### src/rtl/mram_request_arbiter.sv
// ---------------------------------------------------------------------------
// mram_request_arbiter
//
// Two-requester round-robin arbiter that issues one command per MRAM
// transaction frame to the MRAM control sequencer. A free-running frame
// counter splits time into frames of FRAME_LEN cycles. Arbitration and the
// FSM decision happen on the last cycle of a frame and take effect on the
// following cycle 0, so the command on read_write_sel is stable for a whole
// frame. A frame after a READ frame carries the read data out of the part,
// so a write cannot follow a read directly: a DRAIN frame is inserted.
//
// Parameters
//   FRAME_LEN    cycles per frame (frame counter runs 0..FRAME_LEN-1), >= 2
//   RD_DONE_CYC  cycle of the frame following a READ frame at which the read
//                data has been shifted out, 1..FRAME_LEN-1
//
// Ports
//   clk             system clock, rising edge
//   rst             asynchronous, active-high reset
//   req[1:0]        request level per requester
//   req_rw[1:0]     operation per requester (1 = write, 0 = read)
//   req_bytes[3:0]  byte select per requester, [2i+1:2i] for requester i
//   read_write_sel  command {bytes[1:0], rw}; 3'b000 = idle/drain
//   frame_start     one-cycle pulse on frame cycle 0
//   gnt[1:0]        one-hot pulse on cycle 0 of the frame a command starts
//   done[1:0]       one-hot pulse when a granted transaction completes
//   busy            high during WRITE, READ and DRAIN frames
// ---------------------------------------------------------------------------
module mram_request_arbiter #(
    parameter int FRAME_LEN   = 23,
    parameter int RD_DONE_CYC = 17
) (
    input  logic       clk,
    input  logic       rst,
    input  logic [1:0] req,
    input  logic [1:0] req_rw,
    input  logic [3:0] req_bytes,
    output logic [2:0] read_write_sel,
    output logic       frame_start,
    output logic [1:0] gnt,
    output logic [1:0] done,
    output logic       busy
);

    localparam int CNT_W = (FRAME_LEN > 1) ? $clog2(FRAME_LEN) : 1;

    // done is registered, so it is launched one cycle ahead of the cycle it
    // must be visible on.
    localparam logic [CNT_W-1:0] CNT_LAST    = CNT_W'(FRAME_LEN - 1);
    localparam logic [CNT_W-1:0] CNT_WR_DONE = CNT_W'(FRAME_LEN - 2);
    localparam logic [CNT_W-1:0] CNT_RD_DONE = CNT_W'(RD_DONE_CYC - 1);

    typedef enum logic [1:0] {
        ST_IDLE  = 2'd0,
        ST_WRITE = 2'd1,
        ST_READ  = 2'd2,
        ST_DRAIN = 2'd3
    } state_t;

    state_t           state;
    state_t           state_nxt;

    logic             running;     // set on the first edge after reset release
    logic [CNT_W-1:0] cnt;
    logic             frame_end;

    logic             ptr;         // round-robin priority position
    logic             cur_id;      // requester owning the current frame's command
    logic             rd_done_id;  // requester of the read issued last frame
    logic             rd_pend;     // last frame was a READ frame

    logic             win_vld;
    logic             win_id;
    logic             win_rw;
    logic [1:0]       win_bytes;
    logic             issue;

    logic [2:0]       sel_nxt;
    logic [1:0]       gnt_nxt;
    logic [1:0]       done_nxt;

    assign frame_end = running && (cnt == CNT_LAST);

    // -----------------------------------------------------------------------
    // Round-robin pick: requester at the pointer wins if it asks, otherwise
    // the other one.
    // -----------------------------------------------------------------------
    always_comb begin
        win_vld   = |req;
        win_id    = req[ptr] ? ptr : ~ptr;
        win_rw    = req_rw[win_id];
        win_bytes = win_id ? req_bytes[3:2] : req_bytes[1:0];
    end

    // -----------------------------------------------------------------------
    // FSM state register
    // -----------------------------------------------------------------------
    always_ff @(posedge clk or posedge rst) begin
        if (rst) begin
            state <= ST_IDLE;
        end else begin
            state <= state_nxt;
        end
    end

    // -----------------------------------------------------------------------
    // FSM next state; decided only on the last cycle of a frame
    // -----------------------------------------------------------------------
    always_comb begin
        state_nxt = state;
        issue     = 1'b0;
        if (frame_end) begin
            case (state)
                ST_READ: begin
                    // Only another read may follow a read; anything else
                    // waits one DRAIN frame while the read data goes out.
                    if (win_vld && !win_rw) begin
                        state_nxt = ST_READ;
                        issue     = 1'b1;
                    end else begin
                        state_nxt = ST_DRAIN;
                    end
                end
                default: begin
                    if (!win_vld) begin
                        state_nxt = ST_IDLE;
                    end else begin
                        state_nxt = win_rw ? ST_WRITE : ST_READ;
                        issue     = 1'b1;
                    end
                end
            endcase
        end
    end

    // -----------------------------------------------------------------------
    // FSM outputs: next values of the registered command/grant/done, plus
    // the combinational status outputs.
    // -----------------------------------------------------------------------
    always_comb begin
        sel_nxt  = read_write_sel;
        gnt_nxt  = 2'b00;
        done_nxt = 2'b00;

        if (frame_end) begin
            sel_nxt = issue ? {win_bytes, win_rw} : 3'b000;
            if (issue) begin
                gnt_nxt[win_id] = 1'b1;
            end
        end

        // A write completes at the end of its own frame; a read completes
        // inside the following frame. Those two frames are never the same
        // frame (the one after a READ is READ or DRAIN), so done stays
        // one-hot.
        if (running && (state == ST_WRITE) && (cnt == CNT_WR_DONE)) begin
            done_nxt[cur_id] = 1'b1;
        end
        if (running && rd_pend && (cnt == CNT_RD_DONE)) begin
            done_nxt[rd_done_id] = 1'b1;
        end

        busy        = (state != ST_IDLE);
        frame_start = running && (cnt == '0);
    end

    // -----------------------------------------------------------------------
    // Frame counter, arbitration bookkeeping and registered outputs
    // -----------------------------------------------------------------------
    always_ff @(posedge clk or posedge rst) begin
        if (rst) begin
            running        <= 1'b0;
            cnt            <= '0;
            ptr            <= 1'b0;
            cur_id         <= 1'b0;
            rd_done_id     <= 1'b0;
            rd_pend        <= 1'b0;
            read_write_sel <= 3'b000;
            gnt            <= 2'b00;
            done           <= 2'b00;
        end else begin
            // The counter holds at 0 across the first edge so that edge
            // opens frame cycle 0.
            running <= 1'b1;
            if (running) begin
                cnt <= frame_end ? '0 : cnt + CNT_W'(1);
            end

            if (frame_end) begin
                // Remember who read in the ending frame before cur_id is
                // overwritten by a pipelined read.
                rd_pend    <= (state == ST_READ);
                rd_done_id <= cur_id;
                if (issue) begin
                    cur_id <= win_id;
                    ptr    <= ~win_id;
                end
            end

            read_write_sel <= sel_nxt;
            gnt            <= gnt_nxt;
            done           <= done_nxt;
        end
    end

endmodule

### config.mk
export PLATFORM = sky130hd
export DESIGN_NAME = mram_request_arbiter
export DESIGN_NICKNAME = d
export VERILOG_FILES = /design/src/rtl/mram_request_arbiter.sv
export SDC_FILE = /design/constraint.sdc
export NUM_CORES = 1
export LEC_CHECK = 0
export BUFFER_PORTS_ARGS = -buffer_cell sky130_fd_sc_hd__buf_2
export CAP_MARGIN = 20
export CORE_AREA = 2 2 50 52
export CTS_CLUSTER_DIAMETER = 150
export DETAILED_ROUTE_END_ITERATION = 10
export DIE_AREA = 0 0 52 54
export PLACE_DENSITY = 0.74
export SYNTH_ARGS = -nofsm -noshare
export SYNTH_HDL_FRONTEND = slang
export SYNTH_SLANG_ARGS = --single-unit
### constraint.sdc
create_clock -name clk -period 1.7 [get_ports clk]
set_clock_uncertainty 0.15 [all_clocks]
set_input_delay 0.17 -clock clk [delete_from_list [all_inputs] [get_ports clk]]
set_output_delay 0.17 -clock clk [all_outputs]
set_load 0.03 [all_outputs]
==> impl_metrics.prom <==
# TYPE chip_impl_metric gauge
chip_impl_info{name="kind_of_capture_point_of_the_worst_setup_path",value="output port"} 1
chip_impl_metric{name="required",unit="ps"} 1380
chip_impl_metric{name="synth-seq-cells",unit=""} 19
chip_impl_metric{name="synth-edff-count",unit=""} 0
chip_impl_metric{name="placeableCoreArea",unit="mm²"} 0.00232
chip_impl_metric{name="hold_violations",unit=""} 0
chip_impl_info{name="rsz0062_at_grt",value="true"} 1
chip_impl_metric{name="max_cap_violations",unit=""} 0
chip_impl_metric{name="slew_violations",unit=""} 0
chip_impl_metric{name="setup_viol",unit=""} 0
chip_impl_metric{name="timing.critical_path.depth",unit=""} 5
chip_impl_metric{name="clock_insertion_delay_worst_skew",unit="ps"} 300
chip_impl_metric{name="firstDrtPassIters",unit=""} 4
chip_impl_info{name="mostFrequentLayoutCell",value="sky130_fd_sc_hd__dfrtp_1"} 1
chip_impl_info{name="cell_type_group_with_the_largest_total_delay_on_the_critical_path",value="flip-flops"} 1
chip_impl_metric{name="grt_first_pass_wirelength",unit="µm"} 3440
chip_impl_metric{name="floorplan.die_area",unit="mm²"} 0.00281
chip_impl_metric{name="dieWidth",unit="µm"} 52
chip_impl_metric{name="synthToLayoutAreaGrowth",unit="%"} 23.0
chip_impl_metric{name="critical_path.max_fanout",unit=""} 4
chip_impl_metric{name="dieHeight",unit="µm"} 54
chip_impl_metric{name="clkSinkCount",unit=""} 19
chip_impl_metric{name="cts_inserted_buffers",unit=""} 3
chip_impl_info{name="most_used_cells_in_the_layout_excluding_fill_and_tap_cells",value="19 x sky130_fd_sc_hd__dfrtp_1, 17 x sky130_fd_sc_hd__buf_2, 10 x sky130_fd_sc_hd__buf_4, 9 x sky130_fd_sc_hd__nand2_1, 7 x sky130_fd_sc_hd__o21ai_0"} 1
chip_impl_metric{name="power.total",unit="mW"} 1.77
chip_impl_metric{name="grt_max_degree",unit=""} 20
chip_impl_info{name="clock-root-buffer",value="sky130_fd_sc_hd__clkbuf_4"} 1
chip_impl_metric{name="finalCoreUtilization",unit="%"} 53.9
chip_impl_metric{name="syn_area",unit="mm²"} 0.00102
chip_impl_info{name="startpoint",value="cnt[0]$_DFFE_PP0P_"} 1
chip_impl_metric{name="nNetsFinal",unit=""} 140
chip_impl_metric{name="clk_pin_slew_worst_paths",unit="ps"} 120
chip_impl_metric{name="syn_nets",unit=""} 108
chip_impl_metric{name="fmax",unit="MHz"} 607
chip_impl_info{name="synth_ff_type",value="sky130_fd_sc_hd__dfrtp_1"} 1
chip_impl_info{name="crit_slowest_cell",value="sky130_fd_sc_hd__dfrtp_1"} 1
chip_impl_info{name="synth.area.top_cells",value="sky130_fd_sc_hd__dfrtp_1 47%, sky130_fd_sc_hd__ha_1 4.9%, sky130_fd_sc_hd__nand2_1 3.7%"} 1
chip_impl_metric{name="floorplan.initialDensity",unit="%"} 43.9
chip_impl_info{name="cts_tree",value="yes"} 1
chip_impl_metric{name="port-buffer-count",unit=""} 18
chip_impl_metric{name="routed-via-count",unit=""} 818
chip_impl_metric{name="drive_above_1_share",unit="%"} 38.4
chip_impl_metric{name="global_route.usage.total",unit="%"} 16.8
chip_impl_metric{name="global_route.overflow_total",unit=""} 0
chip_impl_metric{name="ys_types",unit=""} 38
chip_impl_metric{name="finalWorstSetupSlack",unit="ps"} 52.1
chip_impl_metric{name="insertedDiodeCount",unit=""} 0
chip_impl_metric{name="vias_per_cell",unit=""} 5.28
chip_impl_metric{name="wl_per_cell",unit="µm"} 13.2
chip_impl_metric{name="dp.final_hpwl",unit="µm"} 1520
chip_impl_metric{name="critical-path-max-stage-delay",unit="ps"} 400
chip_impl_metric{name="min_delay_path_depth",unit=""} 3
chip_impl_metric{name="routabilityCongestion",unit=""} 0.742
chip_impl_metric{name="htree_num_levels",unit=""} 1
chip_impl_metric{name="yosysWarnings",unit=""} 0
chip_impl_metric{name="final.period_utilization",unit="%"} 96.9
chip_impl_metric{name="power.leakage",unit="nW"} 0.597
chip_impl_metric{name="data_arrival_time_of_the_worst_path",unit="ps"} 1330
chip_impl_metric{name="finalWorstPathRequiredPeriod",unit="ps"} 1650
chip_impl_metric{name="syn-mean-instance-area",unit="µm²"} 10.8
chip_impl_metric{name="area_share_of_the_largest_cell_type_after_synthesis",unit="%"} 46.7
chip_impl_metric{name="drtIter0Drc",unit=""} 9
chip_impl_metric{name="placementRows",unit=""} 18
chip_impl_metric{name="powerDensity",unit="mW/mm²"} 1420
chip_impl_info{name="yosys.area.top_type",value="sky130_fd_sc_hd__dfrtp_1"} 1
chip_impl_metric{name="grt_pass1_vias",unit=""} 808
chip_impl_info{name="crit_path_class",value="reg -> out"} 1
chip_impl_metric{name="synth-seq-area-share",unit="%"} 46.7
chip_impl_metric{name="critical_path.n_buffers_inverters",unit=""} 2
chip_impl_info{name="cp_cell_sequence",value="inv_2 -> ha_1 -> nand3b_1 -> nor3_2 -> buf_4"} 1
chip_impl_metric{name="dp_slack",unit="ps"} 85.1
chip_impl_metric{name="top_level_ports",unit=""} 19
chip_impl_metric{name="grt_antenna_before_repair",unit=""} 0
chip_impl_info{name="min-delay-path-class",value="in -> reg"} 1
chip_impl_metric{name="share_of_flip_flops_with_an_asynchronous_set_or_reset",unit="%"} 100
chip_impl_info{name="timing.rr.start",value="ptr$_DFFE_PP0P_"} 1
chip_impl_metric{name="detail-route-antenna-nets",unit=""} 0
chip_impl_metric{name="gate_count_of_the_mapped_netlist",unit=""} 94
chip_impl_metric{name="cts_max_path_buffers",unit=""} 2
chip_impl_info{name="outcome",value="finished clean"} 1
chip_impl_metric{name="worst_r2r_path_depth",unit=""} 4
chip_impl_metric{name="irDropWorstVdd",unit="V"} 0.000820
chip_impl_info{name="setup.worst_path.start_class",value="flip-flop"} 1
chip_impl_metric{name="wl",unit="µm"} 2050
chip_impl_info{name="hold_path.startpoint",value="req_bytes[3]"} 1
chip_impl_metric{name="dr_drc_count",unit=""} 0
[path summary, 6_finish.rpt]
kind / end / slack, ps
worst min register to register: read_write_sel[2]$_DFFE_PP0P_ / 340
worst max register to register: read_write_sel[0]$_DFFE_PP0P_ / 160
min in group asynchronous: rd_done_id$_DFFE_PP0P_ / 260
worst max-delay path: frame_start / 50
max in group asynchronous: cnt[2]$_DFFE_PP0P_ / 940
worst min-delay path: read_write_sel[2]$_DFFE_PP0P_ / 4
[timing repair]
item                                    CTS  global route
resized for setup                         1             4
endpoints found under the hold margin    20             0
hold buffers                              2             0
endpoints found under the setup margin    1             2
setup buffers                             3             2
gates cloned                              0             0
[power by group]
| part | internal [mW] | switching (mW) | leakage, nW |
|---|---|---|---|
| Clock | 0.0877 | 0.145 | 0.0177 |
| Combinational | 0.368 | 0.451 | 0.350 |
| Sequential | 0.600 | 0.122 | 0.229 |
[cell usage after synthesis (2+ instances only)]
cell type,count
sky130_fd_sc_hd__mux2i_1,3
sky130_fd_sc_hd__dfrtp_1,19
sky130_fd_sc_hd__nor2_1,4
sky130_fd_sc_hd__inv_1,7
sky130_fd_sc_hd__nand3_1,2
sky130_fd_sc_hd__buf_6,2
sky130_fd_sc_hd__xor2_1,2
sky130_fd_sc_hd__ha_1,4
sky130_fd_sc_hd__nand4_1,3
sky130_fd_sc_hd__nand2_1,10
sky130_fd_sc_hd__o21ai_0,7
sky130_fd_sc_hd__a21oi_1,2
sky130_fd_sc_hd__nand3b_1,3
sky130_fd_sc_hd__o32ai_1,2
[worst min-delay path: cells and delay by family]
kind / cells / cell delay, ps
buffers and inverters: 1 / 70
muxes: 1 / 60
AOI/OAI and AO/OA: 1 / 130
[stage by stage]
stage / cell area [µm²] / hold WS (ps) / TNS (ps) / instances
after global placement: 1160 / 46.6 / 0 / 144
after CTS: 1230 / 7.89 / 0 / 153
after floorplan: 1020 / -28.9 / 0 / 94
final: 1250 / 3.64 / 0 / 155
after detailed placement: 1160 / 50.3 / 0 / 144
after global routing: 1250 / 37.5 / -18.9 / 155
[layout make-up]
class                           instances  area [µm²]
Fill cell                             200        1070
Multi-Input combinational cell         65         493
Sequential cell                        19         475
Timing Repair Buffer                   30         191
Tap cell                               30        37.5
Inverter                                7        26.3
Clock buffer                            3        22.5
Clock inverter                          1        5.00
[logic make-up (layout without fill, tap and decap cells)]
logic type	after synthesis	in the layout	synth area share, %
compound gates	22	22	18.2
simple gates	33	33	19.6
xor+xnor	2	2	1.72
buf+inv	10	41	5.54
flops	19	19	46.7
mux	3	3	2.95
fa+ha+maj	4	4	4.92
other cells	1	1	0.369
[metal layers]
layer	part of all wire (%)	vias to the layer above	track usage (%)
li1	-	398	-
met1	42	392	19.5
met2	51	24	30.4
met3	5.4	4	3.33
met4	1.2	0	6.58
met5	0	-	0
[sequential cells by signal, summed over array words and instances, names as in the netlist]
signal / flops
cnt: 5
cur_id: 1
done: 2
gnt: 2
ptr: 1
rd_done_id: 1
rd_pend: 1
read_write_sel: 3
running: 1
state: 2
Note: power is estimated with default switching activity, not from simulation.
